===== src/rtl/decoder_n_stream_if.sv =====
// Stream bundle for decoder_n_stream: code input side,
// decoded output side and the completed-decode counter.
interface decoder_n_stream_if #(
   parameter int SEL_WIDTH   = 3,
   parameter int NUM_OUTPUTS = 8,
   parameter int COUNT_WIDTH = 8
);
   logic                   Enable_In;
   logic                   Mode_In;
   logic                   In_Valid_In;
   logic                   In_Ready_Out;
   logic [SEL_WIDTH-1:0]   Encoded_Value_In;
   logic                   Out_Valid_Out;
   logic                   Out_Ready_In;
   logic [NUM_OUTPUTS-1:0] Decoded_Out;
   logic                   Range_Error_Out;
   logic [COUNT_WIDTH-1:0] Decode_Count_Out;

   modport slave (
      input  Enable_In, Mode_In, In_Valid_In,
      input  Encoded_Value_In, Out_Ready_In,
      output In_Ready_Out, Out_Valid_Out,
      output Decoded_Out, Range_Error_Out,
      output Decode_Count_Out
   );

   modport master (
      output Enable_In, Mode_In, In_Valid_In,
      output Encoded_Value_In, Out_Ready_In,
      input  In_Ready_Out, Out_Valid_Out,
      input  Decoded_Out, Range_Error_Out,
      input  Decode_Count_Out
   );
endinterface


===== src/rtl/decoder_n_stream.sv =====
// Registered one-hot / thermometer decoder with a 2-entry
// output buffer and a saturating completed-decode counter.
module decoder_n_stream #(
   parameter int SEL_WIDTH   = 3,
   parameter int NUM_OUTPUTS = 8,
   parameter int COUNT_WIDTH = 8
) (
   input logic           Clock_In,
   input logic           Reset_n_In,
   decoder_n_stream_if.slave bus
);

   generate
      if (SEL_WIDTH < 1 || SEL_WIDTH > 8 ||
          NUM_OUTPUTS < 2 ||
          NUM_OUTPUTS > (1 << SEL_WIDTH) ||
          COUNT_WIDTH < 1) begin : g_bad_params
         $error("decoder_n_stream: illegal parameters");
      end
   endgenerate

   // slot 0 is the head; slot 1 is only valid when slot 0 is
   logic [1:0]             vld_q, vld_d;
   logic [1:0]             err_q, err_d;
   logic [NUM_OUTPUTS-1:0] dec_q [2];
   logic [NUM_OUTPUTS-1:0] dec_d [2];
   logic [COUNT_WIDTH-1:0] cnt_q, cnt_d;

   logic [NUM_OUTPUTS-1:0] new_dec;
   logic                   new_err;
   logic [31:0]            code_w;
   logic                   in_rdy;
   logic                   push;
   logic                   pop;

   assign in_rdy = Reset_n_In & bus.Enable_In & ~vld_q[1];
   assign push   = bus.In_Valid_In & in_rdy;
   assign pop    = vld_q[0] & bus.Out_Ready_In;

   // decode the incoming code in the mode sampled with it
   always_comb begin
      new_dec = '0;
      new_err = 1'b0;
      code_w  = 32'(bus.Encoded_Value_In);
      if (code_w >= 32'(NUM_OUTPUTS)) begin
         new_err = 1'b1;
      end else begin
         for (int i = 0; i < NUM_OUTPUTS; i++) begin
            if (bus.Mode_In)
               new_dec[i] = (unsigned'(i) <= code_w);
            else
               new_dec[i] = (unsigned'(i) == code_w);
         end
      end
   end

   // shift out on pop, then append on push into first free slot
   always_comb begin
      vld_d = vld_q;
      err_d = err_q;
      dec_d = dec_q;
      cnt_d = cnt_q;
      if (pop) begin
         vld_d    = {1'b0, vld_q[1]};
         dec_d[0] = dec_q[1];
         err_d[0] = err_q[1];
         dec_d[1] = '0;
         err_d[1] = 1'b0;
         if (cnt_q != '1)
            cnt_d = cnt_q + 1'b1;
      end
      if (push) begin
         if (!vld_d[0]) begin
            vld_d[0] = 1'b1;
            dec_d[0] = new_dec;
            err_d[0] = new_err;
         end else begin
            vld_d[1] = 1'b1;
            dec_d[1] = new_dec;
            err_d[1] = new_err;
         end
      end
   end

   // buffer and counter state
   always_ff @(posedge Clock_In or negedge Reset_n_In) begin
      if (!Reset_n_In) begin
         vld_q    <= '0;
         err_q    <= '0;
         dec_q[0] <= '0;
         dec_q[1] <= '0;
         cnt_q    <= '0;
      end else begin
         vld_q    <= vld_d;
         err_q    <= err_d;
         dec_q[0] <= dec_d[0];
         dec_q[1] <= dec_d[1];
         cnt_q    <= cnt_d;
      end
   end

   assign bus.In_Ready_Out     = in_rdy;
   assign bus.Out_Valid_Out    = vld_q[0];
   assign bus.Decoded_Out      = vld_q[0] ? dec_q[0] : '0;
   assign bus.Range_Error_Out  = vld_q[0] & err_q[0];
   assign bus.Decode_Count_Out = cnt_q;

endmodule


===== src/flat_wrapper.sv =====
// flat-port wrapper written by rule: the top's interface ports become plain ports
module decoder_n_stream_flat 
#(
   parameter int SEL_WIDTH   = 3,
   parameter int NUM_OUTPUTS = 8,
   parameter int COUNT_WIDTH = 8
)
  (Clock_In, Reset_n_In, bus_Enable_In, bus_Mode_In, bus_In_Valid_In, bus_Encoded_Value_In, bus_Out_Ready_In, bus_In_Ready_Out, bus_Out_Valid_Out, bus_Decoded_Out, bus_Range_Error_Out, bus_Decode_Count_Out);
  decoder_n_stream_if #(.SEL_WIDTH(SEL_WIDTH), .NUM_OUTPUTS(NUM_OUTPUTS), .COUNT_WIDTH(COUNT_WIDTH)) bus_i ();
  input logic Clock_In;
  input logic Reset_n_In;
  input wire logic [$bits(bus_i.Enable_In)-1:0] bus_Enable_In;
  input wire logic [$bits(bus_i.Mode_In)-1:0] bus_Mode_In;
  input wire logic [$bits(bus_i.In_Valid_In)-1:0] bus_In_Valid_In;
  input wire logic [$bits(bus_i.Encoded_Value_In)-1:0] bus_Encoded_Value_In;
  input wire logic [$bits(bus_i.Out_Ready_In)-1:0] bus_Out_Ready_In;
  output wire logic [$bits(bus_i.In_Ready_Out)-1:0] bus_In_Ready_Out;
  output wire logic [$bits(bus_i.Out_Valid_Out)-1:0] bus_Out_Valid_Out;
  output wire logic [$bits(bus_i.Decoded_Out)-1:0] bus_Decoded_Out;
  output wire logic [$bits(bus_i.Range_Error_Out)-1:0] bus_Range_Error_Out;
  output wire logic [$bits(bus_i.Decode_Count_Out)-1:0] bus_Decode_Count_Out;
  assign bus_i.Enable_In = bus_Enable_In;
  assign bus_i.Mode_In = bus_Mode_In;
  assign bus_i.In_Valid_In = bus_In_Valid_In;
  assign bus_i.Encoded_Value_In = bus_Encoded_Value_In;
  assign bus_i.Out_Ready_In = bus_Out_Ready_In;
  assign bus_In_Ready_Out = bus_i.In_Ready_Out;
  assign bus_Out_Valid_Out = bus_i.Out_Valid_Out;
  assign bus_Decoded_Out = bus_i.Decoded_Out;
  assign bus_Range_Error_Out = bus_i.Range_Error_Out;
  assign bus_Decode_Count_Out = bus_i.Decode_Count_Out;
  decoder_n_stream #(.SEL_WIDTH(SEL_WIDTH), .NUM_OUTPUTS(NUM_OUTPUTS), .COUNT_WIDTH(COUNT_WIDTH)) u_core (.Clock_In(Clock_In), .Reset_n_In(Reset_n_In), .bus(bus_i));
endmodule

===== config.mk =====
export PLATFORM = sky130hd
export DESIGN_NAME = decoder_n_stream_flat
export DESIGN_NICKNAME = d
export VERILOG_FILES = /design/src/rtl/decoder_n_stream_if.sv /design/src/rtl/decoder_n_stream.sv /design/src/flat_wrapper.sv
export SDC_FILE = /design/constraint.sdc
export NUM_CORES = 1
export LEC_CHECK = 0
export BUFFER_PORTS_ARGS = -buffer_cell sky130_fd_sc_hd__buf_2
export CORE_MARGIN = 3
export CORE_UTILIZATION = 43
export DETAILED_ROUTE_END_ITERATION = 12
export PLACE_DENSITY_LB_ADDON = 0.3
export SETUP_SLACK_MARGIN = 0.1
export SLEW_MARGIN = 40
export SYNTH_ARGS = -nofsm -noshare
export SYNTH_HDL_FRONTEND = slang
export SYNTH_SLANG_ARGS = --single-unit

===== constraint.sdc =====
create_clock -name Clock_In -period 1.6 [get_ports Clock_In]
set_input_delay 0.16 -clock Clock_In [delete_from_list [all_inputs] [get_ports Clock_In]]
set_output_delay 0.16 -clock Clock_In [all_outputs]
set_load 0.005 [all_outputs]

==> results.md <==
STA:
- The number of pins exceeding their max-slew limit in the final report came to 0.
- The routed design could run at a clock period as short as 1.44 ns.
- Setup repair after global routing could not meet its margin everywhere.
- The measured slew at the worst slew-check pin is 0.307 ns.
- In the finished design, the share of the clock period the worst path needs comes to 0.900.
- The final hold slack is 0.110 ns.
- The clock skew after layout is 0.00153 ns.
- For the final routed database, the setup TNS stands at 0 ns.
- The final number of hold-violating endpoints is 0.
- Setup violations remaining at the end of the flow were counted as 0.
- In this run the tightest slew margin relative to its limit is 0.795.
- The maximum clock frequency is 694 MHz.

Detailed routing:
- The routed length on met2 is 1.43 mm.
- The detailed router used layers up to and including met4.
- The total wire length is 2.98 mm.
- The DRC violation count after routing is 0.
- Using the TritonRoute via totals, the vias-per-cell ratio works out to 5.21.
- The number of DRC markers in iteration 0 is 28.
- The routed length on met3 is 119 um.
- Dividing the detail-routed wire length by the instance count gives 13.9 um.
- The routed metal-1 wire length is 1.39 mm.
- The total number of vias is 1,114.
- The number of routed nets with antenna violations is 0.
- The pre-antenna-repair detailed-routing pass consisted of 4 iterations.

Global routing:
- The number of global-route vias before repair is 1,173.
- The overall global routing resource usage is 0.161.
- The number of antenna violations at the first check in global routing is 0.
- The first global-routing pass estimated 5.32 mm of wire.
- The largest net degree at the start of global routing is 29.
- For this run the aggregate overflow at the end of global routing stands at 0.

Synthesis:
- Yosys printed 0 warnings.
- The mapped cell area is 0.00147 sq mm.
- Dividing the synthesized area by the synthesized cell count gives 10.9 sq um.
- The sequential cell area fraction in the yosys report is 0.476.
- The number of nets in the synthesized netlist is 145.
- The number of different library cells used by synthesis comes to 37.
- Counting flops and latches in the post-synthesis netlist gives 28.
- Synthesis produced a netlist whose cell count is 135.

Critical path:
- The number of buffers and inverters on the critical path is 2.
- At the worst endpoint, the required time is 1.44 ns.
- The launching element type of the critical path is a flop.
- The standard cell with the maximum stage delay on the critical path is dfrtp_2.
- Traced cell by cell, the critical path runs through buf_4, and2_2, buf_2.
- The category of cells accounting for the largest share of critical-path delay is flip-flops.
- The maximum net fanout on the critical path is 10.
- The critical setup path kind is flop to primary output.
- The type of element capturing the critical path is a primary output.
- STA puts the critical path data arrival time at 1.28 ns.
- The delay of the slowest cell on the worst path is 0.47 ns.

Clock tree:
- The number of levels in the clock H-tree is 1.
- The clock passes through at most 2 buffers.
- The clock tree from TritonCTS is built.
- The buffer type at the clock tree root is clkbuf_4.
- The clock latency of the later-clocked register in the worst-skew pair is 0.32 ns.
- The number of clock buffers added by TritonCTS is 3.
- The clock edge transition at the registers on the reported setup and hold paths is 0.15 ns.
- The TritonCTS sink count is 28.

Place:
- The congestion estimate from routability-driven global placement came to 0.861.
- Detailed placement ended at an HPWL of 2.21 mm.
- The number of port buffers is 27.

Die:
- The region available for standard cell placement spans 0.00315 sq mm.
- The initial standard-cell utilization of the core is 0.467.
- The height of the die is 64.5 um.
- The die covers 0.00416 sq mm.
- The number of rows created at floorplan is 20.
- The top-level I/O count is 28.
- The die extent in x is 64.5 um.

Cells and area:
- Leaving out fill and tap cells, the most frequent cells in the layout are 27 x mux2i_1, 27 x buf_2, 26 x dfrtp_1.
- The filler cells instantiated in the layout total 283.
- Relative to the synthesized area, the layout overhead comes to 19.3%.
- The number of diodes is 0.
- For this run, the post-layout net count is 181.
- Of the cells placed in the final design, the portion with a size suffix greater than 1 is 0.306.

Hold path:
- The class of the most critical hold timing path is input pin to flop.

Power:
- After layout, the design draws a total of 1750 uW.
- The maximum vdd drop is 424 uV.
- The total power divided by cell area is 998 mW/mm^2.
- Summed over all cells, the static leakage comes to 0.000853 uW.

Run status:
- The run finished with clean final reports.

Flow run:
- The reported max-cap violation count is 0.
==> per-layer routing <==
| layer | track usage | vias to the layer above |
|---|---|---|
| li1 | - | 542 |
| met1 | 0.214 | 543 |
| met2 | 0.258 | 25 |
| met3 | 0.0312 | 4 |
| met4 | 0.0633 | 0 |
| met5 | 0 | - |
==> worst paths after layout <==
kind / to / slack [ns] / from / depth (start not counted)
max: bus_Decoded_Out[2] / 0.16 / u_core.vld_q[0] / 3
min: u_core.vld_q[0] / 0.11 / bus_In_Valid_In / 3
max reg2reg: u_core.bus.Decode_Count_Out[1] / 0.17 / u_core.bus.Decode_Count_Out[1] / 4
min reg2reg: u_core.err_q[0] / 0.53 / u_core.err_q[1] / 2
max in group asynchronous: u_core.vld_q[0] / 1.01 / Reset_n_In / 4
min in group asynchronous: u_core.err_q[0] / 0.42 / Reset_n_In / 4
==> synth_stat cells <==
| cell | instances | share of area |
|---|---|---|
| nand4_2 | 1 | 0.0085 |
| nor3_1 | 3 | 0.010 |
| o22ai_1 | 1 | 0.0043 |
| mux2_2 | 2 | 0.015 |
| ha_1 | 1 | 0.0085 |
| and2_1 | 9 | 0.038 |
| a21boi_0 | 2 | 0.010 |
| mux2_4 | 1 | 0.010 |
| buf_4 | 2 | 0.010 |
| inv_1 | 3 | 0.0077 |
| nand2b_1 | 1 | 0.0043 |
| a21oi_1 | 3 | 0.010 |
| nand3_1 | 5 | 0.017 |
| nor3b_2 | 1 | 0.0085 |
| a211oi_1 | 1 | 0.0051 |
| and3b_1 | 1 | 0.0060 |
| o2111ai_1 | 1 | 0.0060 |
| o21bai_1 | 1 | 0.0051 |
| o211ai_1 | 1 | 0.0051 |
| clkbuf_1 | 3 | 0.0077 |
| a31oi_1 | 1 | 0.0043 |
| and3_2 | 1 | 0.0051 |
| a21o_1 | 1 | 0.0051 |
| buf_2 | 1 | 0.0034 |
| nor2_1 | 6 | 0.015 |
| and2_2 | 1 | 0.0051 |
| mux2i_1 | 27 | 0.18 |
| nand2_1 | 16 | 0.041 |
| o21ai_0 | 2 | 0.0068 |
| xnor2_1 | 2 | 0.012 |
| nand4_1 | 1 | 0.0043 |
| nand4b_4 | 1 | 0.016 |
| and3_1 | 1 | 0.0043 |
| buf_6 | 1 | 0.0077 |
| xor2_1 | 1 | 0.0060 |
| o21ai_2 | 1 | 0.0060 |
| dfrtp_1 | 28 | 0.48 |
==> cell families after synthesis <==
logic type / after synthesis / synth area share
AO/OA/AOI/OAI: 15 / 0.0680
XOR/XNOR: 3 / 0.0179
adder cells (fa/ha/maj): 1 / 0.00850
buffers and inverters: 10 / 0.0366
flip-flops: 28 / 0.476
multiplexers: 30 / 0.209
AND/OR/NAND/NOR: 48 / 0.184
==> per-stage QoR <==
step                      std cells   util  setup WS, ns  area, sq um
final                           214  0.557         0.160         1760
after global routing            214  0.557        0.0821         1760
after detailed placement        206  0.530         0.168         1670
after global placement          206  0.530         0.248         1670
after CTS                       212  0.552         0.109         1740
after floorplan                 135      -         0.257         1470
==> flip-flops by register name, indices dropped and copies added (netlist names) <==
register / cells
u_core.dec_q: 16
u_core.bus.Decode_Count_Out: 8
u_core.err_q: 2
u_core.vld_q: 2
==> tightest hold or removal path: stages <==
cell	delay, ns
buf_2	0.11
nand4b_4	0.09
nand2_1	0.05
==> report_power, final <==
| group | switching [uW] | internal, uW | total, uW | leakage [uW] |
|---|---|---|---|---|
| logic | 204 | 236 | 440 | 0.000465 |
| registers | 133 | 832 | 965 | 0.000368 |
| clock network | 208 | 139 | 347 | 0.0000210 |
| total | 545 | 1210 | 1750 | 0.000853 |
==> repair_timing <==
item                                   4_1_cts  5_1_grt
endpoints found under the hold margin       28        0
setup buffers                                0        2
setup endpoints to repair                    1        2
resized for setup                            1        1
hold buffers                                 2        0
==> final cells by class <==
class	instances	area, sq um	share of cell area
multi-input combinational	97	717	0.408
sequential	28	703	0.401
timing repair buffer	38	233	0.133
tap	44	55.1	0.0314
clock buffer	4	36.3	0.0207
inverter	3	11.3	0.00641
(Power assumes the default switching activity.)
